==> src/rtl/button_mode_ctrl.sv <==
// Button debounce, short/long press detection and mode selection.
// Presents the selected mode to a transmitter over a valid/ready link.
module button_mode_ctrl #(
  parameter int DEBOUNCE_CYCLES   = 120000,
  parameter int LONG_PRESS_CYCLES = 12000000,
  parameter int NUM_MODES         = 4
) (
  input  logic       pin_clk_12mhz,
  input  logic       rst,
  input  logic       pin_user_sw,
  output logic [1:0] cfg_mode,
  output logic       cfg_valid,
  input  logic       cfg_ready,
  output logic       long_press,
  output logic       red,
  output logic       green,
  output logic       blue
);

  localparam int DW = $clog2(DEBOUNCE_CYCLES + 1);
  localparam int HW = $clog2(LONG_PRESS_CYCLES + 1);
  localparam logic [DW-1:0] DB_LAST = DW'(DEBOUNCE_CYCLES - 1);
  localparam logic [HW-1:0] HOLD_LAST = HW'(LONG_PRESS_CYCLES - 1);
  localparam logic [1:0] MODE_LAST = 2'(NUM_MODES - 1);

  typedef enum logic [1:0] {
    IDLE    = 2'd0,
    PRESSED = 2'd1,
    HELD    = 2'd2
  } state_t;

  logic          sync1;
  logic          sync2;
  logic          db_level;
  logic [DW-1:0] db_cnt;
  state_t        state_q;
  state_t        state_d;
  logic [HW-1:0] hold_q;
  logic [HW-1:0] hold_d;
  logic [1:0]    mode_q;
  logic [1:0]    mode_d;
  logic          lp_d;
  logic          init;

  // Two-flop synchronizer; idles at the released level.
  always_ff @(posedge pin_clk_12mhz) begin
    if (rst) begin
      sync1 <= 1'b1;
      sync2 <= 1'b1;
    end else begin
      sync1 <= pin_user_sw;
      sync2 <= sync1;
    end
  end

  // Accept a new level only after it has been stable long enough.
  always_ff @(posedge pin_clk_12mhz) begin
    if (rst) begin
      db_level <= 1'b1;
      db_cnt   <= '0;
    end else if (sync2 == db_level) begin
      db_cnt <= '0;
    end else if (db_cnt == DB_LAST) begin
      db_level <= sync2;
      db_cnt   <= '0;
    end else begin
      db_cnt <= db_cnt + DW'(1);
    end
  end

  // Press FSM, hold counter, mode and long-press pulse registers.
  always_ff @(posedge pin_clk_12mhz) begin
    if (rst) begin
      state_q    <= IDLE;
      hold_q     <= '0;
      mode_q     <= '0;
      long_press <= 1'b0;
    end else begin
      state_q    <= state_d;
      hold_q     <= hold_d;
      mode_q     <= mode_d;
      long_press <= lp_d;
    end
  end

  // Next state; a release on the threshold cycle counts as short.
  always_comb begin
    state_d = state_q;
    hold_d  = hold_q;
    mode_d  = mode_q;
    lp_d    = 1'b0;
    unique case (state_q)
      IDLE: begin
        hold_d = '0;
        if (!db_level) state_d = PRESSED;
      end
      PRESSED: begin
        hold_d = hold_q + HW'(1);
        if (db_level) begin
          state_d = IDLE;
          mode_d  = (mode_q == MODE_LAST) ? 2'd0 : mode_q + 2'd1;
        end else if (hold_q == HOLD_LAST) begin
          state_d = HELD;
          lp_d    = 1'b1;
          mode_d  = 2'd0;
        end
      end
      HELD: begin
        if (db_level) state_d = IDLE;
      end
      default: state_d = IDLE;
    endcase
  end

  // Config link: latest mode wins, always announce once after reset.
  always_ff @(posedge pin_clk_12mhz) begin
    if (rst) begin
      cfg_mode  <= '0;
      cfg_valid <= 1'b0;
      init      <= 1'b1;
    end else if (cfg_valid) begin
      if (cfg_ready) cfg_valid <= 1'b0;
    end else if (init || (mode_q != cfg_mode)) begin
      cfg_mode  <= mode_q;
      cfg_valid <= 1'b1;
      init      <= 1'b0;
    end
  end

  // Active-low LED decode; all dark while a long press is held.
  always_comb begin
    red   = 1'b1;
    green = 1'b1;
    blue  = 1'b1;
    if (state_q != HELD) begin
      unique case (mode_q)
        2'd0: red = 1'b0;
        2'd1: green = 1'b0;
        2'd2: blue = 1'b0;
        default: begin
          red   = 1'b0;
          green = 1'b0;
          blue  = 1'b0;
        end
      endcase
    end
  end

endmodule

==> config.mk <==
export PLATFORM = sky130hd
export DESIGN_NAME = button_mode_ctrl
export DESIGN_NICKNAME = d
export VERILOG_FILES = /design/src/rtl/button_mode_ctrl.sv
export SDC_FILE = /design/constraint.sdc
export NUM_CORES = 1
export LEC_CHECK = 0
export ABC_CLOCK_PERIOD_IN_PS = 3500
export BUFFER_PORTS_ARGS = -buffer_cell sky130_fd_sc_hd__buf_4
export CAP_MARGIN = 20
export CORE_UTILIZATION = 31
export DETAILED_ROUTE_END_ITERATION = 10
export SYNTH_ARGS = -nofsm -noshare
export SYNTH_HDL_FRONTEND = slang
export SYNTH_SLANG_ARGS = --single-unit
==> constraint.sdc <==
create_clock -name pin_clk_12mhz -period 3.5 [get_ports pin_clk_12mhz]
set_input_delay 0 -clock pin_clk_12mhz [delete_from_list [all_inputs] [get_ports pin_clk_12mhz]]
set_output_delay 0 -clock pin_clk_12mhz [all_outputs]
set_load 0.005 [all_outputs]
==> metrics.md, run 1 <==
| Metric | Value |
|---|---|
| Outcome | `completed` |
| GRT overflow | `0` |
| Crit. End Element | `flop` |
| RSZ-0062 raised after global routing | `false` |
| Final setup margin | `1.34 ns` |
| Post-synth EDFFs | `0` |
| Starting Density | `0.318` |
| Post CTS Setup Buffer Count | `0` |
| FMAX | `0.463 GHz` |
| Clock sinks | `53` |
| Hold path cells | `1` |
| Cell with the most instances after synthesis | `dfxtp_1` |
| Die height | `90.8 um` |
| Final hold vios | `0` |
| Count of cell types in the netlist | `41` |
| Fin Setup TNS | `0 ns` |
| Dpl cells | `around 380` |
| Num rows | `32` |
| Crit path launch | `db_cnt[2]` |
| Num ports | `11` |
| Final nets | `300` |
| Cell Pwr Density | `399 mW/mm2` |
| Core Area | `between 0.007 and 0.008 mm2` |
| Post-DP Area | `about 0.0026 mm2` |
| PostCTS Resize Cnt | `0` |
| Mapped cell area | `0.00244 mm2` |
| Vias/cell | `5.00` |
| Pre-Repair DR Iteration Count | `4` |
| CP Class | `flop to flop` |
| Clk network pwr share | `0.432` |
| Worst Hold End | `sync2` |
| Worst r2r dst | `db_cnt[3]` |
| Synth cell count leaders | `53 x dfxtp_1, 36 x nor2_1, 18 x nand3_1` |
| P_leak | `0.892 nW` |
| Req. time, crit path | `3.68 ns` |
| Reg2reg start | `db_cnt[2]` |
| Longest Clk Path Bufs | `2` |
| Syn nets | `289` |
| Normalized max-slew margin | `0.655` |
| Layout Cells excl Fill | `393` |
| Htree depth | `2` |
| Clk Latency, worst-skew pair | `0.30 ns` |
| HPWL Detailed | `3200 um` |
| Period utilization | `0.617` |
| Root buf cell | `clkbuf_8` |
| Die ar. | `0.00825 mm2` |
| Hold_sp | `sync1` |
| Logic gate share of total power | `0.016` |
| Most used DFF post-synth | `dfxtp_1` |
| Wire per inst | `11.6 um` |
| Post-synthesis sequential area ratio | `0.434` |
| Sw Ratio | `0.185` |
| PnR Total Power | `roughly 1.1 mW` |
| Top cells by area, synth | `dfxtp_1 43%, nor2_1 5.5%, xnor2_1 5.0%, xor2_1 4.7%, nand3_1 3.7%` |
| P&R area growth vs syn | `13.4%` |
| Final setup vio count | `0` |
| Least-Margin Pin Slew | `~0.52 ns` |
| Largest net degree at the start of global routing | `24` |
| Detailed Route Iter0 Violations | `76` |
| #FFs+latches synth | `53` |
| Initial antenna violation count | `0` |
| Post-Syn Area per Cell | `around 8.8 um2` |
| Vias | `approximately 2000` |
| Seq pwr share | `0.552` |
| Place WS | `1.34 ns` |
| ANT nets after route | `0` |
| Startpoint Class | `flop` |
| Worst IR drop on VDD | `between 0.1 and 0.15 mV` |
| Clock transition at path regs | `0.09 ns` |
| Slowest CP cell | `nor4_1` |
| # Max-Cap Violations | `0` |
| Final Cell Area | `0.00277 mm2` |
| Pins Over Slew Limit | `0` |
| FF-to-FF setup slack | `1.34 ns` |
| GRT Total Usage | `0.121` |
| Internal power | `approximately 0.9 mW` |
| Crit path max-delay family | `simple AND/OR/NAND/NOR gates` |
| Hold buffers post-CTS | `4` |
| CTS tree | `done` |
| CP Data Arrival Time | `2.34 ns` |
| Top cell type's share of synthesized area | `0.434` |
| Min Tclk post-route | `2.16 ns` |
| Crit Path Max Fanout | `17` |
| Critical-path cell list | `nand4_1, nor4_1, a211o_1, nor2_1` |
| Clock Skew | `0.00828 ns` |
| Ratio of cells with drive above 1 in the final layout | `0.0859` |
| CP bufs+invs | `0` |
| Post-synth ARST share | `0` |
| Largest area contributor in the netlist | `dfxtp_1` |
| HP Class | `flop to flop` |
| CP peak stage delay | `0.56 ns` |
| Gpl congestion | `0.773` |
| Die X-Extent | `90.8 um` |
| First-pass GRT wire length | `around 8400 um` |
| PortBufs | `10` |
| Final WL | `4580 um` |
| Diodes inserted | `0` |
| Cts bufs inserted | `5` |
| Psw | `0.204 mW` |
| R2R cell count | `4` |
| Syn. warnings | `0` |
| Fill cell total of the finished layout | `807` |
| Syn Inst Count | `279` |
| DRC viols | `0` |
| Vias in the first global route | `1943` |
[metrics by stage]
step                hold WS (ns)   util
floorplan                  0.104      -
global placement           0.185  0.338
detailed placement         0.188  0.338
CTS                        0.415  0.361
global route               0.438  0.361
finish                     0.421  0.361
[cells by family after synthesis]
logic type               after synthesis  synth area share
AO/OA/AOI/OAI                         37            0.0967
adder cells (fa/ha/maj)                6            0.0307
buffers and inverters                 20            0.0358
AND/OR/NAND/NOR                      133             0.294
XOR/XNOR                              27            0.0967
multiplexers                           3            0.0123
flip-flops                            53             0.434
[final cells by class]
class	count	area (um2)	share of cell area
multi-input cells	206	1300	0.468
flip-flops and latches	53	1060	0.383
well taps	102	128	0.0460
repair buffers	14	115	0.0415
clock buffers	5	68.8	0.0248
clock inverters	3	65.1	0.0235
inverters	10	37.5	0.0135
[per-layer routing]
metal  vias up  part of all wire  GRT usage
li1       1020                 -          -
met4         0            0.0074     0.0317
met3         5             0.021     0.0278
met1       930              0.51      0.149
met5         -                 0          0
met2        10              0.46      0.211
[cell usage in the layout (no fill, tap or decap), drive strengths merged, types with 3 or more instances in the layout]
cell type	n
nand3	18
or4	11
clkbuf	5
nor2b	3
ha	6
o31ai	9
o21ai	3
inv	10
or2	5
nor2	36
xnor2	14
or3	7
nor4	8
dfxtp	53
nor3	6
nand2	15
mux2i	3
dlygate4sd3	4
xor2	13
nand4	9
and3	5
a21oi	15
buf	10
[worst max-delay path by stage]
stage / slack [ns] / cells past startpoint / end
floorplan: 1.79 / 7 / db_cnt[12]
global placement: 1.52 / 4 / db_cnt[5]
detailed placement: 1.34 / 4 / db_cnt[3]
CTS: 1.32 / 4 / db_cnt[3]
global route: 1.03 / 4 / db_cnt[12]
finish: 1.34 / 4 / db_cnt[3]
[power by group through the flow]
stage	registers (mW)	logic, mW	clock network [mW]
2_1_floorplan	0.623	0.00757	0
3_3_place_gp	0.624	0.0135	0
3_5_place_dp	0.624	0.0136	0
4_1_cts	0.610	0.0179	0.494
5_1_grt	0.610	0.0196	0.515
6_report	0.610	0.0176	0.478
[state kept, by name, summed over array words and instances (netlist names), 2 cells and up]
register / flops
state_q: 2
cfg_mode: 2
hold_q: 24
db_cnt: 17
mode_q: 2
(Power assumes the default switching activity.)
==> run 2, diff against run 1 <==
- ABC_CLOCK_PERIOD_IN_PS: 3500 -> 1950
- clock period: 3.5 -> 1.95 ns (I/O delays scaled with it)
==> run 2 against run 1 <==
Compared with the run above: setup slack got worse by 1.1 ns; sequential share of layout area shrank 0.89 points; flip-flop and latch count unchanged; sequential power rose by 79%; combinational power is 100% higher; non-clock buffer count up 7; design area increased by 2.4%; register-to-register slack worse by 1.1 ns; critical path depth unchanged; worst hold slack hardly changed; die area stayed put; count of clock-buffer cells in the layout unchanged; critical path type unchanged; highest routed layer unchanged.
==> metrics.md, run 2 (synthesis results as in run 1) <==
| Metric | Value |
|---|---|
| CP Class | `flop to flop` |
| Least-Margin Pin Slew | `approximately 0.43 ns` |
| Clock Skew | `around 0.013 ns` |
| Cell Pwr Density | `701 mW/mm2` |
| HP Class | `flop to flop` |
| Ratio of cells with drive above 1 in the final layout | `0.111` |
| Fin Setup TNS | `0 ns` |
| # Max-Cap Violations | `0` |
| Most frequent cells in the layout | `53 x dfxtp_1, 36 x nor2_1, 18 x nand3_1` |
| Core Area | `0.00769 mm2` |
| Largest Register | `hold_q` |
| HPWL Detailed | `3210 um` |
| Largest registers | `hold_q: 24 flops, db_cnt: 17 flops` |
| Diodes inserted | `0` |
| Cts bufs inserted | `5` |
| Startpoint Class | `flop` |
| First-pass GRT wire length | `8240 um` |
| Num rows | `32` |
| Largest net degree at the start of global routing | `18` |
| Worst IR drop on VDD | `0.389 mV` |
| Wire per inst | `~11 um` |
| Final Cell Area | `0.00284 mm2` |
| Period utilization | `0.892` |
| Detailed Route Iter0 Violations | `48` |
| Hold_sp | `sync1` |
| Vias in the first global route | `between 1500 and 2000` |
| Req. time, crit path | `2.19 ns` |
| Clock sinks | `between 50 and 60` |
| GRT overflow | `0` |
| Final setup vio count | `0` |
| Crit path launch | `hold_q[8]` |
| R2R cell count | `4` |
| Pre-Repair DR Iteration Count | `4` |
| Crit Path Max Fanout | `14` |
| Commonest non-fill, non-tap cell in the layout | `dfxtp_1` |
| Reg2reg start | `hold_q[8]` |
| Htree depth | `2` |
| Worst Hold End | `sync2` |
| Initial antenna violation count | `0` |
| Hold path cells | `1` |
| Final hold vios | `0` |
| CTS tree | `done` |
| ANT nets after route | `0` |
| Final nets | `307` |
| Longest Clk Path Bufs | `2` |
| PnR Total Power | `1.99 mW` |
| Root buf cell | `clkbuf_8` |
| DRC viols | `0` |
| Die X-Extent | `90.8 um` |
| Gpl congestion | `~0.84` |
| Pins Over Slew Limit | `0` |
| GRT met1 Usage | `0.157` |
| Die ar. | `0.00825 mm2` |
| Vias | `1997` |
| Clk Latency, worst-skew pair | `0.31 ns` |
| Layout Cells excl Fill | `400` |
| Max reg flops | `24` |
| CP Data Arrival Time | `1.98 ns` |
| Die height | `90.8 um` |
| Crit. End Element | `flop` |
| Dpl cells | `388` |
| RSZ-0062 raised after global routing | `false` |
| Worst r2r dst | `hold_q[19]` |
| PortBufs | `10` |
| Normalized max-slew margin | `0.711` |
| Met2 GRT Util | `0.194` |
| Min Tclk post-route | `between 1.5 and 2 ns` |
| Clock transition at path regs | `0.10 ns` |
| P_leak | `0.932 nW` |
| Starting Density | `0.318` |
| GRT Total Usage | `0.120` |
| Most used routing layer | `met2` |
| Vias/cell | `4.99` |
| Final WL | `4540 um` |
| Num ports | `11` |
| Fill cell total of the finished layout | `814` |
| Post-DP Area | `0.00266 mm2` |
| P&R area growth vs syn | `16.1%` |
| FF-to-FF setup slack | `0.21 ns` |
| Outcome | `completed` |
| GR Util met3 | `0.0303` |
| FMAX | `0.575 GHz` |
==> run 2: changes by cell type in the layout (fill, tap and decap cells not counted) <==
cell / previous run / this run
buf_4: 10 / 16
and4_1: 1 / 0
and4_2: 0 / 1
buf_12: 0 / 1
==> run 2: what timing repair did <==
item / in CTS / in global routing
resized for setup: 0 / 1
endpoints found under the hold margin: 8 / 0
hold buffers: 4 / 0
endpoints found under the setup margin: 0 / 1
setup buffers: 0 / 0
==> run 2: routing by layer <==
metal,vias up,share of wire
li1,1044,-
met1,925,0.51
met2,26,0.46
met3,2,0.034
met4,0,0.0024
met5,-,0
==> run 2: layout make-up <==
| class | instances | area (um2) | share of cell area |
|---|---|---|---|
| Clock buffer | 5 | 68.8 | 0.0243 |
| Clock inverter | 3 | 65.1 | 0.0229 |
| Inverter | 10 | 37.5 | 0.0132 |
| Multi-Input combinational cell | 206 | 1300 | 0.457 |
| Sequential cell | 53 | 1060 | 0.374 |
| Tap cell | 102 | 128 | 0.0450 |
| Timing Repair Buffer | 21 | 180 | 0.0635 |
==> run 2: report_power, final <==
part	total [mW]	internal (mW)	switching, mW
combinational	0.0356	0.0221	0.0135
sequential	1.09	1.09	0.00586
clock	0.860	0.510	0.351
total	1.99	1.62	0.370
==> run 2: stage by stage <==
stage | setup slack, ns | hold WS, ns | util
after global routing | 0.0640 | 0.418 | 0.369
final | 0.211 | 0.421 | 0.369
after detailed placement | 0.210 | 0.190 | 0.346
after CTS | 0.190 | 0.406 | 0.369
after global placement | 0.263 | 0.186 | 0.346
after floorplan | 0.239 | 0.104 | -
==> run 2: worst max path at each step <==
stage / endpoint / cells past startpoint
6_report: hold_q[19] / 4
5_1_grt: mode_q[0] / 5
4_1_cts: hold_q[19] / 4
3_3_place_gp: hold_q[18] / 4
2_1_floorplan: db_cnt[12] / 7
3_5_place_dp: hold_q[19] / 4
==> run 2: worst max-delay path: stages (launching register included) <==
cell and delay [ns]:
dfxtp_1 0.40, and3_2 0.26, nand4_2 0.28, or4_1 0.59
a21oi_1 0.14
